<file path="src/rtl/par2ser_if.sv">
// Stream bundle between a word producer, the parallel-to-serial converter and
// the serial consumer.
interface par2ser_if #(
  parameter int unsigned DATA_W = 4,
  parameter int unsigned DEPTH  = 2
);
  logic                   par_valid;
  logic [DATA_W-1:0]      par_data;
  logic                   par_ready;
  logic                   ser_ready;
  logic                   output_valid;
  logic                   out;
  logic                   out_last;
  logic [$clog2(DEPTH):0] fifo_level;

  modport master (
    output par_valid, par_data, ser_ready,
    input  par_ready, output_valid, out, out_last, fifo_level
  );

  modport slave (
    input  par_valid, par_data, ser_ready,
    output par_ready, output_valid, out, out_last, fifo_level
  );
endinterface

</file>
<file path="src/rtl/par2ser_stream.sv">
// Parallel-to-serial converter: words enter a small FIFO, then shift out one
// bit per accepted cycle with a word-end marker on the final bit.
module par2ser_stream #(
  parameter int unsigned DATA_W    = 4,
  parameter int unsigned DEPTH     = 2,
  parameter bit          MSB_FIRST = 1'b1
) (
  input logic      clk,
  input logic      rstn,
  par2ser_if.slave bus
);
  localparam int unsigned PtrW = $clog2(DEPTH);
  localparam int unsigned LvlW = PtrW + 1;
  localparam int unsigned CntW = $clog2(DATA_W);
  localparam logic [CntW-1:0] LastCnt = CntW'(DATA_W - 1);
  localparam logic [LvlW-1:0] FullLvl = LvlW'(DEPTH);

  typedef enum logic {StIdle, StShift} state_e;

  state_e            state_q, state_d;
  logic [DATA_W-1:0] mem_q [DEPTH];
  logic [PtrW-1:0]   wptr_q, rptr_q;
  logic [LvlW-1:0]   level_q, level_d;
  logic              ready_q;
  logic [DATA_W-1:0] sreg_q, sreg_d;
  logic [CntW-1:0]   cnt_q, cnt_d;
  logic              push, pop, nonempty, last_bit, shifting;

  assign push     = bus.par_valid & ready_q;
  assign nonempty = (level_q != '0);
  assign last_bit = (cnt_q == LastCnt);
  assign shifting = (state_q == StShift);

  always_comb begin
    state_d = state_q;
    sreg_d  = sreg_q;
    cnt_d   = cnt_q;
    pop     = 1'b0;
    case (state_q)
      StIdle: begin
        if (nonempty) begin
          pop     = 1'b1;
          sreg_d  = mem_q[rptr_q];
          cnt_d   = '0;
          state_d = StShift;
        end
      end
      StShift: begin
        if (bus.ser_ready) begin
          if (last_bit) begin
            // Reload from the FIFO on the final bit so words stay contiguous.
            if (nonempty) begin
              pop    = 1'b1;
              sreg_d = mem_q[rptr_q];
            end else begin
              sreg_d  = '0;
              state_d = StIdle;
            end
            cnt_d = '0;
          end else begin
            sreg_d = MSB_FIRST ? {sreg_q[DATA_W-2:0], 1'b0} : {1'b0, sreg_q[DATA_W-1:1]};
            cnt_d  = cnt_q + 1'b1;
          end
        end
      end
      default: state_d = StIdle;
    endcase
  end

  always_comb begin
    level_d = level_q;
    if (push && !pop) begin
      level_d = level_q + 1'b1;
    end else if (pop && !push) begin
      level_d = level_q - 1'b1;
    end
  end

  always_ff @(posedge clk or negedge rstn) begin
    if (!rstn) begin
      state_q <= StIdle;
      sreg_q  <= '0;
      cnt_q   <= '0;
      level_q <= '0;
      wptr_q  <= '0;
      rptr_q  <= '0;
      ready_q <= 1'b0;
    end else begin
      state_q <= state_d;
      sreg_q  <= sreg_d;
      cnt_q   <= cnt_d;
      level_q <= level_d;
      // Registered ready looks ahead at next-cycle occupancy; no pass-through when full.
      ready_q <= (level_d != FullLvl);
      if (push) wptr_q <= wptr_q + 1'b1;
      if (pop)  rptr_q <= rptr_q + 1'b1;
    end
  end

  // Storage needs no reset: the pointers and level define what is valid.
  always_ff @(posedge clk) begin
    if (push) mem_q[wptr_q] <= bus.par_data;
  end

  assign bus.par_ready    = ready_q;
  assign bus.output_valid = shifting;
  assign bus.out          = shifting & (MSB_FIRST ? sreg_q[DATA_W-1] : sreg_q[0]);
  assign bus.out_last     = shifting & last_bit;
  assign bus.fifo_level   = level_q;
endmodule
</file>
<file path="src/flat_wrapper.sv">
// flat-port wrapper written by rule: the top's interface ports become plain ports
module par2ser_stream_flat 
#(
  parameter int unsigned DATA_W    = 4,
  parameter int unsigned DEPTH     = 2,
  parameter bit          MSB_FIRST = 1'b1
)
  (clk, rstn, bus_par_valid, bus_par_data, bus_ser_ready, bus_par_ready, bus_output_valid, bus_out, bus_out_last, bus_fifo_level);
  par2ser_if #(.DATA_W(DATA_W), .DEPTH(DEPTH)) bus_i ();
  input logic clk;
  input logic rstn;
  input wire logic [$bits(bus_i.par_valid)-1:0] bus_par_valid;
  input wire logic [$bits(bus_i.par_data)-1:0] bus_par_data;
  input wire logic [$bits(bus_i.ser_ready)-1:0] bus_ser_ready;
  output wire logic [$bits(bus_i.par_ready)-1:0] bus_par_ready;
  output wire logic [$bits(bus_i.output_valid)-1:0] bus_output_valid;
  output wire logic [$bits(bus_i.out)-1:0] bus_out;
  output wire logic [$bits(bus_i.out_last)-1:0] bus_out_last;
  output wire logic [$bits(bus_i.fifo_level)-1:0] bus_fifo_level;
  assign bus_i.par_valid = bus_par_valid;
  assign bus_i.par_data = bus_par_data;
  assign bus_i.ser_ready = bus_ser_ready;
  assign bus_par_ready = bus_i.par_ready;
  assign bus_output_valid = bus_i.output_valid;
  assign bus_out = bus_i.out;
  assign bus_out_last = bus_i.out_last;
  assign bus_fifo_level = bus_i.fifo_level;
  par2ser_stream #(.DATA_W(DATA_W), .DEPTH(DEPTH), .MSB_FIRST(MSB_FIRST)) u_core (.clk(clk), .rstn(rstn), .bus(bus_i));
endmodule
</file>
<file path="config.mk">
export PLATFORM = sky130hd
export DESIGN_NAME = par2ser_stream_flat
export DESIGN_NICKNAME = d
export VERILOG_FILES = /design/src/rtl/par2ser_if.sv /design/src/rtl/par2ser_stream.sv /design/src/flat_wrapper.sv
export SDC_FILE = /design/constraint.sdc
export NUM_CORES = 1
export LEC_CHECK = 0
export ABC_AREA = 1
export CORE_MARGIN = 1
export CORE_UTILIZATION = 38
export CTS_BUF_LIST = sky130_fd_sc_hd__clkbuf_4 sky130_fd_sc_hd__clkbuf_8 sky130_fd_sc_hd__clkbuf_16
export CTS_CLUSTER_DIAMETER = 200
export DETAILED_ROUTE_END_ITERATION = 8
export PLACE_DENSITY_LB_ADDON = 0.2
export SETUP_SLACK_MARGIN = 0.2
export SLEW_MARGIN = 20
export SYNTH_ARGS = -nofsm -noshare
export SYNTH_HDL_FRONTEND = slang
export SYNTH_SLANG_ARGS = --single-unit
</file>
<file path="constraint.sdc">
create_clock -name clk -period 2.8 [get_ports clk]
set_clock_uncertainty 0.2 [all_clocks]
set_input_delay 0.56 -clock clk [delete_from_list [all_inputs] [get_ports clk]]
set_output_delay 0.56 -clock clk [all_outputs]
set_load 0.05 [all_outputs]
</file>
==> reports/qor.txt, run 1 <==
commonest non-fill, non-tap cells in the layout: nand2_1, inv_1, clkdlybuf4s50_1, dfrtp_1, edfxtp_1
CP Cell Sequence: nand2_1, inv_1, clkdlybuf4s50_1
CP Class: flip-flop to output pin
total grt overflow: 0
RSZ-0062 raised after global routing: false
WP data required: 2.04 ns
final wirelength: 1.33 mm
H-tree depth: 1
initial DRC count: 4
Final ANT Viol Nets: 0
Via Count: 590
Min Hold Slack: 0.281 ns
part of the power in registers: 41.1%
first-pass GRT wire length: 2.37 mm
main area contributors after synthesis: dfrtp_1, edfxtp_1, nand2_1
# IOs: 14
row count: 17
post-synth top area cell: dfrtp_1
sw frac: 42.1%
register area share after synthesis: 60.6%
number of buffers created by CTS: 3
Clk network pwr share: 11.6%
Placed Cells: 126
Die Span X: 50.5 µm
pre-CTS setup slack: 0.590 ns
Area Overhead vs Synth: 21.7%
Setup violations, final: 0
Starting Density: 40.3%
slowest CP cell: clkdlybuf4s50_1
syn nets: 95
setup total negative slack: 0 ns
#FFs+latches synth: 20
Cells after Synth: 85
Net count, final: 113
Max-slew headroom: 63.6%
most common cell after layout, fill and taps aside: nand2_1
share of cells above drive strength 1: 16.7%
vias in the first global route: 594
Die Area: 0.00255 mm²
drt pass-1 iters: 3
multi-input logic area: 303 µm²
antenna violations before repair: 0
Final Max Tran Viols: 0
max capacitance violation total: 0
Post-route DRC: 0
Yosys top cell area share: 33.7%
Crit path buffers/inverters: 2
FILL cells: 218
crit path max fanout: 8
pwr dens: 1050 mW/mm²
Post-DP HPWL: 1.07 mm
core area: 0.00221 mm²
Syn Area/Cell: 10.5 µm²
Clock Tree Root: clkbuf_4
max incr delay on CP: 0.79 ns
critical path's top delay family: buffers and inverters
status: completed
clock latency on the worst-skew pair: 0.29 ns
setup repair bufs after CTS: 0
Layout Cells excl Fill: 130
leakage power: 0.517 nW
register area: 541 µm²
port buffer count: 13
Worst-path clk slew: 0.10 ns
CTS tree: done
Max VDD drop: 601 µV
CP Data Arrival Time: 1.69 ns
worst hold path type: flip-flop to flip-flop
worst slew pin tran: 0.544 ns
GRT Overall Usage: 13.2%
vias per cell: 4.54
antenna cells: 0
clock sink total: 20
logic gate share of total power: 47.3%
Net Sw Power: 0.000480 W
largest net degree at the start of global routing: 13
Hold Violations, Final: 0
final core area utilization: 49.1%
gpl congestion: 0.716
CP Launch Type: flip-flop
Die Y: 50.5 µm
Critical Path Sink Type: output pin
Reg2Reg Setup Slack: 1.31 ns
average wire per standard cell: 10.2 µm
worst setup margin: 0.351 ns
Syn Std Cell Area: 892 µm²
Internal Power: 0.000660 W
synth warn: 0
clock tree buffer depth: 2
fmax: 408 MHz
min Tclk post-route: 2.45 ns
Tcrit/Tclk final: 87.5%
library cells used by synthesis: 19
-- sequential cells by signal (all words and copies together) (netlist names) --
name and count:
u_core.sreg_q 4, u_core.mem_q 8, u_core.wptr_q 1, u_core.rptr_q 1, u_core.bus.par_ready 1, u_core.bus.fifo_level 2, u_core.cnt_q 2, u_core.bus.output_valid 1
-- repair_timing --
| item | CTS | global route |
|---|---|---|
| gates resized for setup | 0 | 1 |
| setup endpoints to repair | 0 | 1 |
| hold buffers | 0 | 0 |
-- cells by family (layout without fill, tap and decap cells) --
group | after synthesis | count (layout) | share of synthesized area, %
adder cells (fa/ha/maj) | 2 | 2 | 2.80
multiplexers | 1 | 1 | 1.12
buffers and inverters | 13 | 30 | 5.47
XOR/XNOR | 2 | 2 | 1.96
AND/OR/NAND/NOR | 35 | 35 | 20.1
flip-flops | 20 | 20 | 60.6
AO/OA/AOI/OAI | 12 | 12 | 7.99
-- power by group through the flow --
stage | combinational [W] | clock, W | sequential, W
floorplan | 0.000337 | 0 | 0.000538
global placement | 0.000536 | 0 | 0.000472
detailed placement | 0.000547 | 0 | 0.000476
CTS | 0.000550 | 0.000138 | 0.000469
global route | 0.000605 | 0.000150 | 0.000485
finish | 0.000538 | 0.000132 | 0.000468
-- area by class of cell --
cell class	instances	area share, %
clock buffer	3	2.07
clock inverter	1	0.346
inverter	13	4.49
multi-input combinational	52	27.9
sequential	20	49.8
tap	28	3.23
timing repair buffer	13	12.2
-- cells in the mapped netlist --
| master | number |
|---|---|
| o21ai_2 | 1 |
| ha_1 | 2 |
| mux2i_1 | 1 |
| dfrtp_1 | 12 |
| o211ai_1 | 3 |
| or2_2 | 3 |
| nand3_1 | 3 |
| o21ai_1 | 4 |
| xor2_1 | 2 |
| nand2_4 | 2 |
| inv_2 | 1 |
| nand2_2 | 6 |
| nand2_1 | 14 |
| o21ai_0 | 1 |
| a21oi_1 | 3 |
| edfxtp_1 | 8 |
| inv_1 | 12 |
| nor2_1 | 6 |
| nand3_2 | 1 |
-- worst paths after layout --
kind / depth (start not counted) / startpoint / endpoint
min reg2reg: 1 / u_core.cnt_q[0] / u_core.cnt_q[0]
max in group asynchronous: 1 / rstn / u_core.bus.output_valid
min: 1 / u_core.cnt_q[0] / u_core.cnt_q[0]
max reg2reg: 9 / u_core.cnt_q[0] / u_core.bus.par_ready
min in group asynchronous: 1 / rstn / u_core.sreg_q[3]
max: 3 / u_core.bus.output_valid / bus_out
-- routing by layer --
layer	wire length [µm]	global-route usage (%)	vias to the layer above	share of wire, %
met3	60	3.64	2	4.5
met1	620	15.4	271	47
li1	-	-	306	-
met2	630	21.3	11	48
met5	0	0	-	0
met4	14	8.33	0	1.1
-- stage by stage --
step,power [W],cell area [µm²]
floorplan,0.000876,892
global placement,0.00101,1060
detailed placement,0.00102,1060
CTS,0.00116,1080
global route,0.00124,1090
finish,0.00114,1090
-- worst register-to-register path, cell delays in order, from the launching register on --
cell	delay (ns)
dfrtp_1	0.40
ha_1	0.23
nand2_1	0.09
nand2_2	0.09
nand2_4	0.11
nand2_4	0.06
nand2_1	0.05
nand2_1	0.06
nand2_2	0.07
nand2_2	0.04
(Power assumes the default switching activity.)
==> inputs of run 2 (changes only) <==
- ABC_AREA: 1 -> default
- clock period: 2.8 -> 3 ns (I/O delays scaled with it)
==> run 2 against run 1 <==
Sequential share of layout area decreased by 0.90 points. Utilization is 0.43 points higher. Largest power group unchanged. Via count is 1.2% lower. Power up 4.1%. Flip-flop and latch count unchanged.
==> reports/qor.txt, run 2 <==
status: completed (unchanged)
Worst-path clk slew: 0.11 ns (was 0.10 ns)
FFs w/ async S/R, synth: 60.0% (unchanged)
Die Y: 50.9 µm (was 50.5 µm)
antenna violations before repair: 0 (unchanged)
vias in the first global route: 553 (was 594)
gpl congestion: 0.699 (was 0.716)
vias per cell: 5.11 (was 4.54)
Critical Path Sink Type: output pin (unchanged)
setup total negative slack: 0 ns (unchanged)
#FFs+latches synth: 20 (unchanged)
largest family of logic cells by synthesized area: simple AND/OR/NAND/NOR gates (unchanged)
Hold Violations, Final: 0 (unchanged)
post-synth top area cell: dfrtp_1 (unchanged)
main area contributors after synthesis: dfrtp_1, edfxtp_1, mux2i_1 (was dfrtp_1, edfxtp_1, nand2_1)
pwr dens: 1070 mW/mm² (was 1050 mW/mm²)
core area: 0.00223 mm² (was 0.00221 mm²)
CP Cell Sequence: and2_1, clkdlybuf4s50_1 (was nand2_1, inv_1, clkdlybuf4s50_1)
setup repair bufs after CTS: 0 (unchanged)
clock latency on the worst-skew pair: 0.30 ns (was 0.29 ns)
Area Overhead vs Synth: 21.9% (was 21.7%)
crit path max fanout: 12 (was 8)
GRT Overall Usage: 13.2% (about the same)
RSZ-0062 raised after global routing: false (unchanged)
Max-slew headroom: 63.3% (was 63.6%)
Syn Area/Cell: 12.6 µm² (was 10.5 µm²)
antenna cells: 0 (unchanged)
CTS tree: done (unchanged)
Post-route DRC: 0 (unchanged)
clock sink total: 20 (unchanged)
post-synthesis mux area share: 8.00% (was 1.12%)
final core area utilization: 49.5% (was 49.1%)
Post-DP HPWL: 1.09 mm (was 1.07 mm)
Yosys top cell area share: 33.1% (was 33.7%)
synth warn: 0 (unchanged)
initial DRC count: 20 (was 4)
max incr delay on CP: 0.79 ns (about the same)
# IOs: 14 (unchanged)
Final Max Tran Viols: 0 (unchanged)
post-synthesis compound-gate area fraction: 10.9% (was 7.99%)
fmax: 380 MHz
Final ANT Viol Nets: 0 (unchanged)
Syn Std Cell Area: 907 µm² (was 892 µm²)
max reg flops: 8 (unchanged)
top flop regs: u_core.mem_q x8, u_core.sreg_q x4 (unchanged)
Die Area: 0.00259 mm² (was 0.00255 mm²)
clock tree buffer depth: 2 (unchanged)
most common cell after layout, fill and taps aside: clkdlybuf4s50_1 (was nand2_1)
Final Instance Area: 0.00111 mm² (was 0.00109 mm²)
Clock Tree Root: clkbuf_4 (unchanged)
worst slew pin tran: 0.549 ns (was 0.544 ns)
H-tree depth: 1 (unchanged)
CP Class: flip-flop to output pin (unchanged)
Starting Density: 40.6% (was 40.3%)
Cells after Synth: 72 (was 85)
largest net degree at the start of global routing: 13 (unchanged)
XOR/XNOR Fraction of Synth Area: 3.86% (was 1.96%)
most flop-heavy register: u_core.mem_q (unchanged)
total grt overflow: 0 (unchanged)
WP data required: 2.20 ns (was 2.04 ns)
max capacitance violation total: 0 (unchanged)
leakage power: 0.468 nW (was 0.517 nW)
library cells used by synthesis: 25 (was 19)
CP Launch Type: flip-flop (unchanged)
top-count cell post-synth: dfrtp_1 (was nand2_1)
worst hold path type: flip-flop to flip-flop (unchanged)
min Tclk post-route: 2.63 ns
simple-gate share of the synthesized area: 11.2% (was 20.1%)
Net count, final: 97 (was 113)
Resized cells post-CTS: 0 (unchanged)
top cells by count, synth: dfrtp_1, edfxtp_1, mux2i_1, nor2_1 (was nand2_1, dfrtp_1, inv_1)
number of enable flip-flop cells after synthesis: 8 (unchanged)
ys flop type: dfrtp_1 (unchanged)
commonest non-fill, non-tap cells in the layout: clkdlybuf4s50_1, dfrtp_1, edfxtp_1 (was nand2_1, inv_1, clkdlybuf4s50_1, dfrtp_1, edfxtp_1)
Setup violations, final: 0 (unchanged)
CP Data Arrival Time: 1.83 ns (was 1.69 ns)
Placement Cell Area: 0.00105 mm² (was 0.00106 mm²)
average wire per standard cell: 12.6 µm (was 10.2 µm)
number of hold buffers added after cts: 0 (unchanged)
port buffer count: 13 (unchanged)
number of buffers created by CTS: 3 (unchanged)
Max VDD drop: 561 µV (was 601 µV)
Adder-Cell Fraction of Synth Area: 2.76% (was 2.81%)
share of cells above drive strength 1: 6.98% (was 16.7%)
Via Count: 583 (was 590)
row count: 17 (unchanged)
register area share after synthesis: 59.6% (was 60.6%)
first-pass GRT wire length: 2.41 mm (was 2.37 mm)
syn nets: 82 (was 95)
drt pass-1 iters: 4 (was 3)
final wirelength: 1.43 mm (was 1.33 mm)
Tcrit/Tclk final: 87.7%
slowest CP cell: clkdlybuf4s50_1 (unchanged)
Die Span X: 50.9 µm (was 50.5 µm)
[run 2: stage by stage]
step	hold slack [ns]	instances	power (W)	setup WS, ns
after floorplan	0.104	72	0.000853	0.816
after global placement	0.285	110	0.000970	0.709
after detailed placement	0.288	110	0.000979	0.706
after CTS	0.309	114	0.00120	0.359
after global routing	0.335	114	0.00126	0.294
final	0.302	114	0.00119	0.370
[run 2: cell families (layout without fill, tap and decap cells)]
family | after synthesis | after routing
multiplexers | 7 | 7
AO/OA/AOI/OAI | 12 | 12
buffers and inverters | 7 | 21
flip-flops | 20 | 20
AND/OR/NAND/NOR | 20 | 20
XOR/XNOR | 4 | 4
adder cells (fa/ha/maj) | 2 | 2
[run 2: per-layer routing]
layer	up-vias	track usage, %	wire length, µm
met1	273	16.7	662
met4	0	9.72	30
met5	-	0	0
met2	20	19.8	675
met3	4	2.68	65
li1	286	-	-
[run 2: worst max-delay path: cells and delay by family, from the launching register on]
kind	cells	cell delay, ns
flip-flops	1	0.56
buffers and inverters	1	0.79
AND/OR/NAND/NOR	1	0.18
[run 2: power breakdown]
group / internal [W] / switching [W]
Sequential: 0.000386 / 0.0000836
Clock: 0.000135 / 0.0000806
Combinational: 0.000232 / 0.000269
Total: 0.000753 / 0.000433
[run 2: cell type report]
cell class	instances	area, µm²
flip-flops and latches	20	541
well taps	28	35.0
fillers	212	1130
repair buffers	13	130
clock inverters	1	30.0
clock buffers	3	22.5
inverters	4	15.0
multi-input cells	45	333
[run 2: final timing paths]
check,end,cells after the start,start,slack [ns]
max,bus_out_last,2,u_core.bus.output_valid,0.37
min,u_core.wptr_q,1,u_core.wptr_q,0.30
max reg2reg,u_core.bus.par_ready,5,u_core.cnt_q[0],1.16
min reg2reg,u_core.wptr_q,1,u_core.wptr_q,0.30
max in group asynchronous,u_core.sreg_q[2],1,rstn,1.79
min in group asynchronous,u_core.bus.output_valid,1,rstn,0.44
